### src/rtl/pipeline_run_ctrl.sv
// Run controller for the 5-stage pipeline core: sequences the core reset,
// counts run statistics and latches the end-of-test verdict. A verdict comes
// from a store to the tohost address or from the cycle budget running out.
module pipeline_run_ctrl #(
    parameter int              XLEN        = 32,
    parameter int              CNT_W       = 32,
    parameter int              RST_CYCLES  = 2,
    parameter int              MAX_CYCLES  = 1000,
    parameter logic [XLEN-1:0] TOHOST_ADDR = 32'h0000_0FFC
) (
    input  logic             clk_i,
    input  logic             rst_i,
    output logic             core_rst_o,
    input  logic             retire_valid_i,
    input  logic             stall_i,
    input  logic             flush_i,
    input  logic             dmem_we_i,
    input  logic [XLEN-1:0]  dmem_addr_i,
    input  logic [XLEN-1:0]  dmem_wdata_i,
    output logic             running_o,
    output logic             done_o,
    output logic             pass_o,
    output logic             fail_o,
    output logic             timeout_o,
    output logic [XLEN-1:0]  exit_code_o,
    output logic [CNT_W-1:0] cycle_cnt_o,
    output logic [CNT_W-1:0] instret_cnt_o,
    output logic [CNT_W-1:0] stall_cnt_o,
    output logic [CNT_W-1:0] flush_cnt_o
);

    localparam int               HOLD_W    = $clog2(RST_CYCLES + 1);
    localparam logic [HOLD_W-1:0] HOLD_LAST = HOLD_W'(RST_CYCLES - 1);
    localparam logic [CNT_W-1:0]  LAST_RUN  = CNT_W'(MAX_CYCLES - 1);

    typedef enum logic [1:0] {
        ST_HOLD,
        ST_RUN,
        ST_DONE
    } state_e;

    state_e            state_q;
    logic [HOLD_W-1:0] hold_cnt_q;
    logic              core_rst_q;
    logic              running_q;
    logic              done_q;
    logic              pass_q;
    logic              fail_q;
    logic              timeout_q;
    logic [XLEN-1:0]   exit_code_q;
    logic [CNT_W-1:0]  cycle_cnt_q;
    logic [CNT_W-1:0]  instret_cnt_q;
    logic [CNT_W-1:0]  stall_cnt_q;
    logic [CNT_W-1:0]  flush_cnt_q;

    logic              tohost_hit_d;
    logic              budget_end_d;
    logic [CNT_W-1:0]  cycle_cnt_d;
    logic [CNT_W-1:0]  instret_cnt_d;
    logic [CNT_W-1:0]  stall_cnt_d;
    logic [CNT_W-1:0]  flush_cnt_d;

    // Counters stick at all-ones instead of wrapping back to zero.
    function automatic logic [CNT_W-1:0] sat_inc(input logic [CNT_W-1:0] value,
                                                 input logic             en);
        return (en && (value != '1)) ? value + 1'b1 : value;
    endfunction

    // Next counter values and end-of-run conditions; used only in RUN.
    always_comb begin
        tohost_hit_d  = dmem_we_i && (dmem_addr_i == TOHOST_ADDR) && (dmem_wdata_i != '0);
        budget_end_d  = (cycle_cnt_q == LAST_RUN);
        cycle_cnt_d   = sat_inc(cycle_cnt_q, 1'b1);
        instret_cnt_d = sat_inc(instret_cnt_q, retire_valid_i);
        stall_cnt_d   = sat_inc(stall_cnt_q, stall_i);
        flush_cnt_d   = sat_inc(flush_cnt_q, flush_i);
    end

    // Run-control state machine with all outputs registered.
    always_ff @(posedge clk_i) begin
        // NOTE: non-blocking assignments so every register samples pre-edge values.
        if (rst_i) begin
            state_q       <= ST_HOLD;
            hold_cnt_q    <= '0;
            core_rst_q    <= 1'b1;
            running_q     <= 1'b0;
            done_q        <= 1'b0;
            pass_q        <= 1'b0;
            fail_q        <= 1'b0;
            timeout_q     <= 1'b0;
            exit_code_q   <= '0;
            cycle_cnt_q   <= '0;
            instret_cnt_q <= '0;
            stall_cnt_q   <= '0;
            flush_cnt_q   <= '0;
        end else begin
            case (state_q)
                ST_HOLD: begin
                    hold_cnt_q <= hold_cnt_q + 1'b1;
                    if (hold_cnt_q == HOLD_LAST) begin
                        state_q    <= ST_RUN;
                        core_rst_q <= 1'b0;
                        running_q  <= 1'b1;
                    end
                end
                ST_RUN: begin
                    // The terminating cycle is itself counted.
                    cycle_cnt_q   <= cycle_cnt_d;
                    instret_cnt_q <= instret_cnt_d;
                    stall_cnt_q   <= stall_cnt_d;
                    flush_cnt_q   <= flush_cnt_d;
                    if (tohost_hit_d) begin
                        // A tohost store wins over a coincident budget expiry.
                        state_q     <= ST_DONE;
                        core_rst_q  <= 1'b1;
                        running_q   <= 1'b0;
                        done_q      <= 1'b1;
                        exit_code_q <= {1'b0, dmem_wdata_i[XLEN-1:1]};
                        pass_q      <= (dmem_wdata_i == XLEN'(1));
                        fail_q      <= (dmem_wdata_i != XLEN'(1));
                    end else if (budget_end_d) begin
                        state_q     <= ST_DONE;
                        core_rst_q  <= 1'b1;
                        running_q   <= 1'b0;
                        done_q      <= 1'b1;
                        timeout_q   <= 1'b1;
                        exit_code_q <= '0;
                    end
                end
                ST_DONE: begin
                    // Core frozen; counters and verdict hold until rst.
                end
                default: begin
                    state_q    <= ST_HOLD;
                    hold_cnt_q <= '0;
                    core_rst_q <= 1'b1;
                    running_q  <= 1'b0;
                end
            endcase
        end
    end

    assign core_rst_o    = core_rst_q;
    assign running_o     = running_q;
    assign done_o        = done_q;
    assign pass_o        = pass_q;
    assign fail_o        = fail_q;
    assign timeout_o     = timeout_q;
    assign exit_code_o   = exit_code_q;
    assign cycle_cnt_o   = cycle_cnt_q;
    assign instret_cnt_o = instret_cnt_q;
    assign stall_cnt_o   = stall_cnt_q;
    assign flush_cnt_o   = flush_cnt_q;

endmodule

### config.mk
export PLATFORM = sky130hd
export DESIGN_NAME = pipeline_run_ctrl
export DESIGN_NICKNAME = d
export VERILOG_FILES = /design/src/rtl/pipeline_run_ctrl.sv
export SDC_FILE = /design/constraint.sdc
export NUM_CORES = 1
export LEC_CHECK = 0
export ABC_AREA = 1
export CELL_PAD_IN_SITES_DETAIL_PLACEMENT = 0
export CELL_PAD_IN_SITES_GLOBAL_PLACEMENT = 1
export CORE_MARGIN = 4
export CORE_UTILIZATION = 34
export DETAILED_ROUTE_END_ITERATION = 8
export MAX_ROUTING_LAYER = met4
export PLACE_DENSITY_LB_ADDON = 0.1
export SYNTH_ARGS = -nofsm -noshare
export SYNTH_HDL_FRONTEND = slang
export SYNTH_SLANG_ARGS = --single-unit
### constraint.sdc
create_clock -name clk_i -period 2.6 [get_ports clk_i]
set_input_delay 0.39 -clock clk_i [delete_from_list [all_inputs] [get_ports clk_i]]
set_output_delay 0.39 -clock clk_i [all_outputs]
set_load 0.02 [all_outputs]
Word-level counts from Yosys, hierarchy flattened
Cells that the tools add are included.
W data, S select, Z words.
Word-level totals
  register bits: 170
  bits of input ports: 70
Operators by class
  add/sub/neg operators: 5
  equal/unequal tests: 13
  mux-type cells: 15
  bitwise gates (word level): 2
  reductions and logical operators: 17
Operators by type and width (count)
  $add A32 B1 Y32 const B: 4
  $ne A32 B32 Y1 const B: 4
  $mux W32: 2
  $eq A32 B1 Y1 const B: 1
  $eq A32 B10 Y1 const B: 1
  $eq A32 B12 Y1 const B: 1
  $ne A32 B1 Y1 const B: 1
  $reduce_bool A32 Y1: 1
  $reduce_and A2 Y1: 6
  $mux W1: 6
  $mux W2: 3
  $pmux W1 S3: 2
  $pmux W2 S3: 1
  $reduce_and A3 Y1: 2
  $logic_and A1 B1 Y1: 5
  $eq A2 B1 Y1 const B: 2
  $pmux W2 S2: 1
  $ne A3 B3 Y1 const B: 1
  $add A2 B1 Y2 const B: 1
  $eq A2 B2 Y1 const B: 1
  $logic_not A2 Y1: 1
  $ne A2 B2 Y1 const B: 1
  $not A1 Y1: 2
  $reduce_bool A2 Y1: 1
  $reduce_or A2 Y1: 1

Longest topological paths before layout
  depth after elaboration: 5
  gate-level depth with buffers: 13
  mapped depth without buffers: 12

Least setup slack after synthesis
OpenSTA, ideal clock, no wires.
  kind: register to register
  start point: reg stall_cnt_q[0], in the netlist stall_cnt_o[0]
  end point: reg stall_cnt_q[0], in the netlist stall_cnt_o[0]
  library setup time: 116 ps
  data arrival time: 1889 ps
  data required time: 2484 ps
  slack: 595 ps
  cell stages (with the launch flop): 14
  buffers on the path: 1
  period minus slack after synthesis: 2005 ps
  cell sequence: dfxtp_1 ha_1 nand2_2 nor2_4 nand2_2 clkinv_2 nand2_2 nor3_4 nand2_4 nand2_4 inv_2 buf_2 nor2_1 nor2_1
Between the ends
  word-level cells in the longest chain between the ends: 3
  elaborated cells between the ends (all ways): 4
  those cells by class: 1 x add/sub; 1 x eq/ne; 2 x reduce/logical
RTL lines
  start: declaration: line 53  | logic [CNT_W-1:0] stall_cnt_q;
  start signal: assignment: line 110  | stall_cnt_q <= stall_cnt_d;
  branches (longest 3 deep; another with $add A32 B1 Y32)
Several ways; the timed one is not identified.
A chain may end at the register's enable or synchronous reset.

Final worst setup path
  start point: reg flush_cnt_q[0], in the netlist flush_cnt_o[0]
  end point: reg flush_cnt_q[20], in the netlist flush_cnt_o[20]
Between the ends
  word-level cells in the longest chain between the ends: 3
  elaborated cells between the ends (all ways): 4
  those cells by class: 1 x add/sub; 1 x eq/ne; 2 x reduce/logical
RTL lines
  start: declaration: line 54  | logic [CNT_W-1:0] flush_cnt_q;
  start signal: assignment: line 111  | flush_cnt_q <= flush_cnt_d;
  branches (longest 3 deep; another with $add A32 B1 Y32)
Several ways; the timed one is not identified.

==> out/metrics.cfg <==
[routing]
drt_iter0_markers = 449
post_drt_wl_per_cell_um = 14.6
postRouteAntennaNets = 0
routed_wl_um = 32200
drt_drc_violations_left = 0
vias = 10562
viasPerCell = 4.80
dr.pass1.iters = 5

[synthesis]
synth_nets = 1667
syn-mean-instance-area_um2 = 6.19
synthArstFlopShare = 0
synth_seq_area_share = 0.342
netlist_instances = 1589
synth_ff_type = dfxtp_1
syn_area_um2 = 9830
synth.distinct_cells = 38
synth_edf_count = 0
ys_ff_latch = 168
yosysWarnings = 0

[grt]
grt_max_degree = 141
grt_pass1_vias = 10310
grt_antenna_before_repair = 0
grt.total_usage = 0.210
grt_overflow = 0
grt_pass1_wl_um = 52700

[timing]
slew_headroom = 0.502
finalSetupViolations = 0
fin_skew_ns = 0.0168
max_freq_mhz = 461
hold_viol_final = 0
setup_tns_ns = 0
finalCritPeriodShare = 0.834
rsz0062_at_grt = false
fin_ws_ns = 0.431
maxSlewViolCount = 0
finalWorstPathRequiredPeriod_ns = 2.17
tightest_slew_ns = 0.747

[worst_setup_path]
r2r-start = flush_cnt_o[0]
critPathLaunch = flush_cnt_o[0]
path_class = flop to flop
crit_required_ns = 2.87
arrival_ns = 2.44
critical_path.startpoint_type = flop
worstPathMaxFanout = 30
cp-end-kind = flop

[clock_network]
cts_max_path_buffers = 2
clockRootBuffer = clkbuf_16
cts.reportedPaths.clkPinSlew_ns = 0.06
cts_sinks = 168
post-cts-setup-buffers = 0
htree_levels = 4
cts_tree = done
clkLatencyLatePin_ns = 0.43
holdBufCountCts = 0
cts_buffers = 17
cts_resized = 0

[floorplanning]
chipHeight_um = 178
core_um2 = 28200
start_util = 0.349
boundaryPins = 236
num_rows = 61
die_x_um = 178
die_area_um2 = 31700

[place]
hpwl_um = 24300
dp_slack_ns = 0.305
place.gp.congestion = 0.917
place.port_buffers = 234

[layout]
multiInputGateArea_um2 = 5720
register_area_um2 = 3360
final_layout_size_suffix_gt1_frac = 0.0433
fillers = 2958
diodes = 0
fin_util = 0.466
area_growth_syn_to_layout_pct = 33.6
nNetsFinal = 1889

[pwr]
peakVddDrop_mv = 0.371
p_leak_nw = 4.50
p_per_area_nw_per_um2 = 477

[min_path]
hp-start = hold_cnt_q[1]
hp-class = flop to flop

[status]
outcome = completed

[run]
maxCapViolations = 0

[sequential cells by signal (all words and copies together), names as in the netlist]
register	cells
cycle_cnt_o	32
flush_cnt_o	32
instret_cnt_o	32
stall_cnt_o	32
exit_code_o	31
hold_cnt_q	2
state_q	2
core_rst_o	1
done_o	1
fail_o	1
pass_o	1
timeout_o	1
[final timing paths]
kind	to	slack, ns	cells past startpoint
worst max-delay path	flush_cnt_o[20]	0.43	10
worst min-delay path	hold_cnt_q[1]	0.46	2
worst max register to register	flush_cnt_o[20]	0.43	10
worst min register to register	hold_cnt_q[1]	0.46	2
[final cells by class]
| type | count | share of cell area |
|---|---|---|
| clock buffer | 20 | 0.0333 |
| clock inverter | 11 | 0.00943 |
| inverter | 133 | 0.0381 |
| multi-input combinational | 1237 | 0.436 |
| sequential | 168 | 0.256 |
| tap | 378 | 0.0360 |
| timing repair buffer | 254 | 0.192 |
[report_power, final]
group | internal, mW | switching, mW
sequential | 2.63 | 0.0565
clock | 1.41 | 1.11
combinational | 0.358 | 0.688
total | 4.40 | 1.86
[through the flow]
stage	hold slack [ns]	total power [mW]	area [µm²]	cells
floorplan	0.436	3.40	9830	1589
global placement	0.445	3.81	12600	2170
detailed placement	0.453	3.81	12600	2170
CTS	0.464	6.37	13100	2201
global route	0.501	6.60	13100	2201
finish	0.459	6.26	13100	2201
[worst max-delay path, stage by stage (launching register included)]
cell	delay [ns]
dfxtp_1	0.43
ha_1	0.24
inv_1	0.10
nor3_2	0.21
nand2_1	0.17
nor2_2	0.21
nand3_1	0.14
nand2_2	0.10
inv_2	0.21
nand2_1	0.15
a21oi_1	0.06
[synth_stat cells (2+ instances only)]
| library cell | count | share of area |
|---|---|---|
| nand2_4 | 2 | 0.0023 |
| nand3b_1 | 13 | 0.0099 |
| inv_2 | 6 | 0.0023 |
| o21ai_0 | 21 | 0.011 |
| nor3_1 | 51 | 0.026 |
| nand2_1 | 547 | 0.21 |
| nand4_1 | 27 | 0.017 |
| dfxtp_1 | 168 | 0.34 |
| nor2_1 | 231 | 0.088 |
| xor2_1 | 56 | 0.050 |
| a21oi_2 | 4 | 0.0036 |
| nor3_2 | 4 | 0.0041 |
| clkinv_1 | 2 | 0.00076 |
| nand2_2 | 5 | 0.0032 |
| buf_2 | 13 | 0.0066 |
| nand3_1 | 93 | 0.047 |
| a21boi_0 | 2 | 0.0015 |
| clkbuf_1 | 30 | 0.011 |
| nor2_4 | 2 | 0.0023 |
| inv_1 | 124 | 0.047 |
| nor2_2 | 3 | 0.0019 |
| buf_4 | 5 | 0.0038 |
| xnor2_1 | 17 | 0.015 |
| nor4_1 | 2 | 0.0013 |
| ha_1 | 8 | 0.010 |
| a21oi_1 | 139 | 0.071 |
| and2_1 | 3 | 0.0019 |
[cell families (layout without fill, tap and decap cells)]
logic type | after synthesis | count (layout) | synth area share
fa+ha+maj | 8 | 8 | 0.0102
other cells | 1 | 1 | 0.000382
xor+xnor | 73 | 73 | 0.0650
buf+inv | 184 | 418 | 0.0759
flops | 168 | 168 | 0.342
compound gates | 168 | 168 | 0.0880
simple gates | 987 | 987 | 0.418
[layer usage]
| layer | vias to the layer above | share of wire | global-route usage |
|---|---|---|---|
| met5 | - | 0 | - |
| met2 | 233 | 0.46 | 0.336 |
| met4 | 0 | 0.015 | 0.0548 |
| met1 | 4807 | 0.47 | 0.266 |
| met3 | 37 | 0.059 | 0.0513 |
| li1 | 5485 | - | - |
[cells in the final DEF, fill, tap and decap left out, types with 19 or more instances in the layout]
master,n
nand2_1,547
buf_4,19
clkdlybuf4s50_1,233
xor2_1,56
nand4_1,27
nor3_1,51
nor2_1,231
o21ai_0,21
nand3_1,93
dfxtp_1,168
a21oi_1,139
inv_1,124
(Power assumes the default switching activity.)
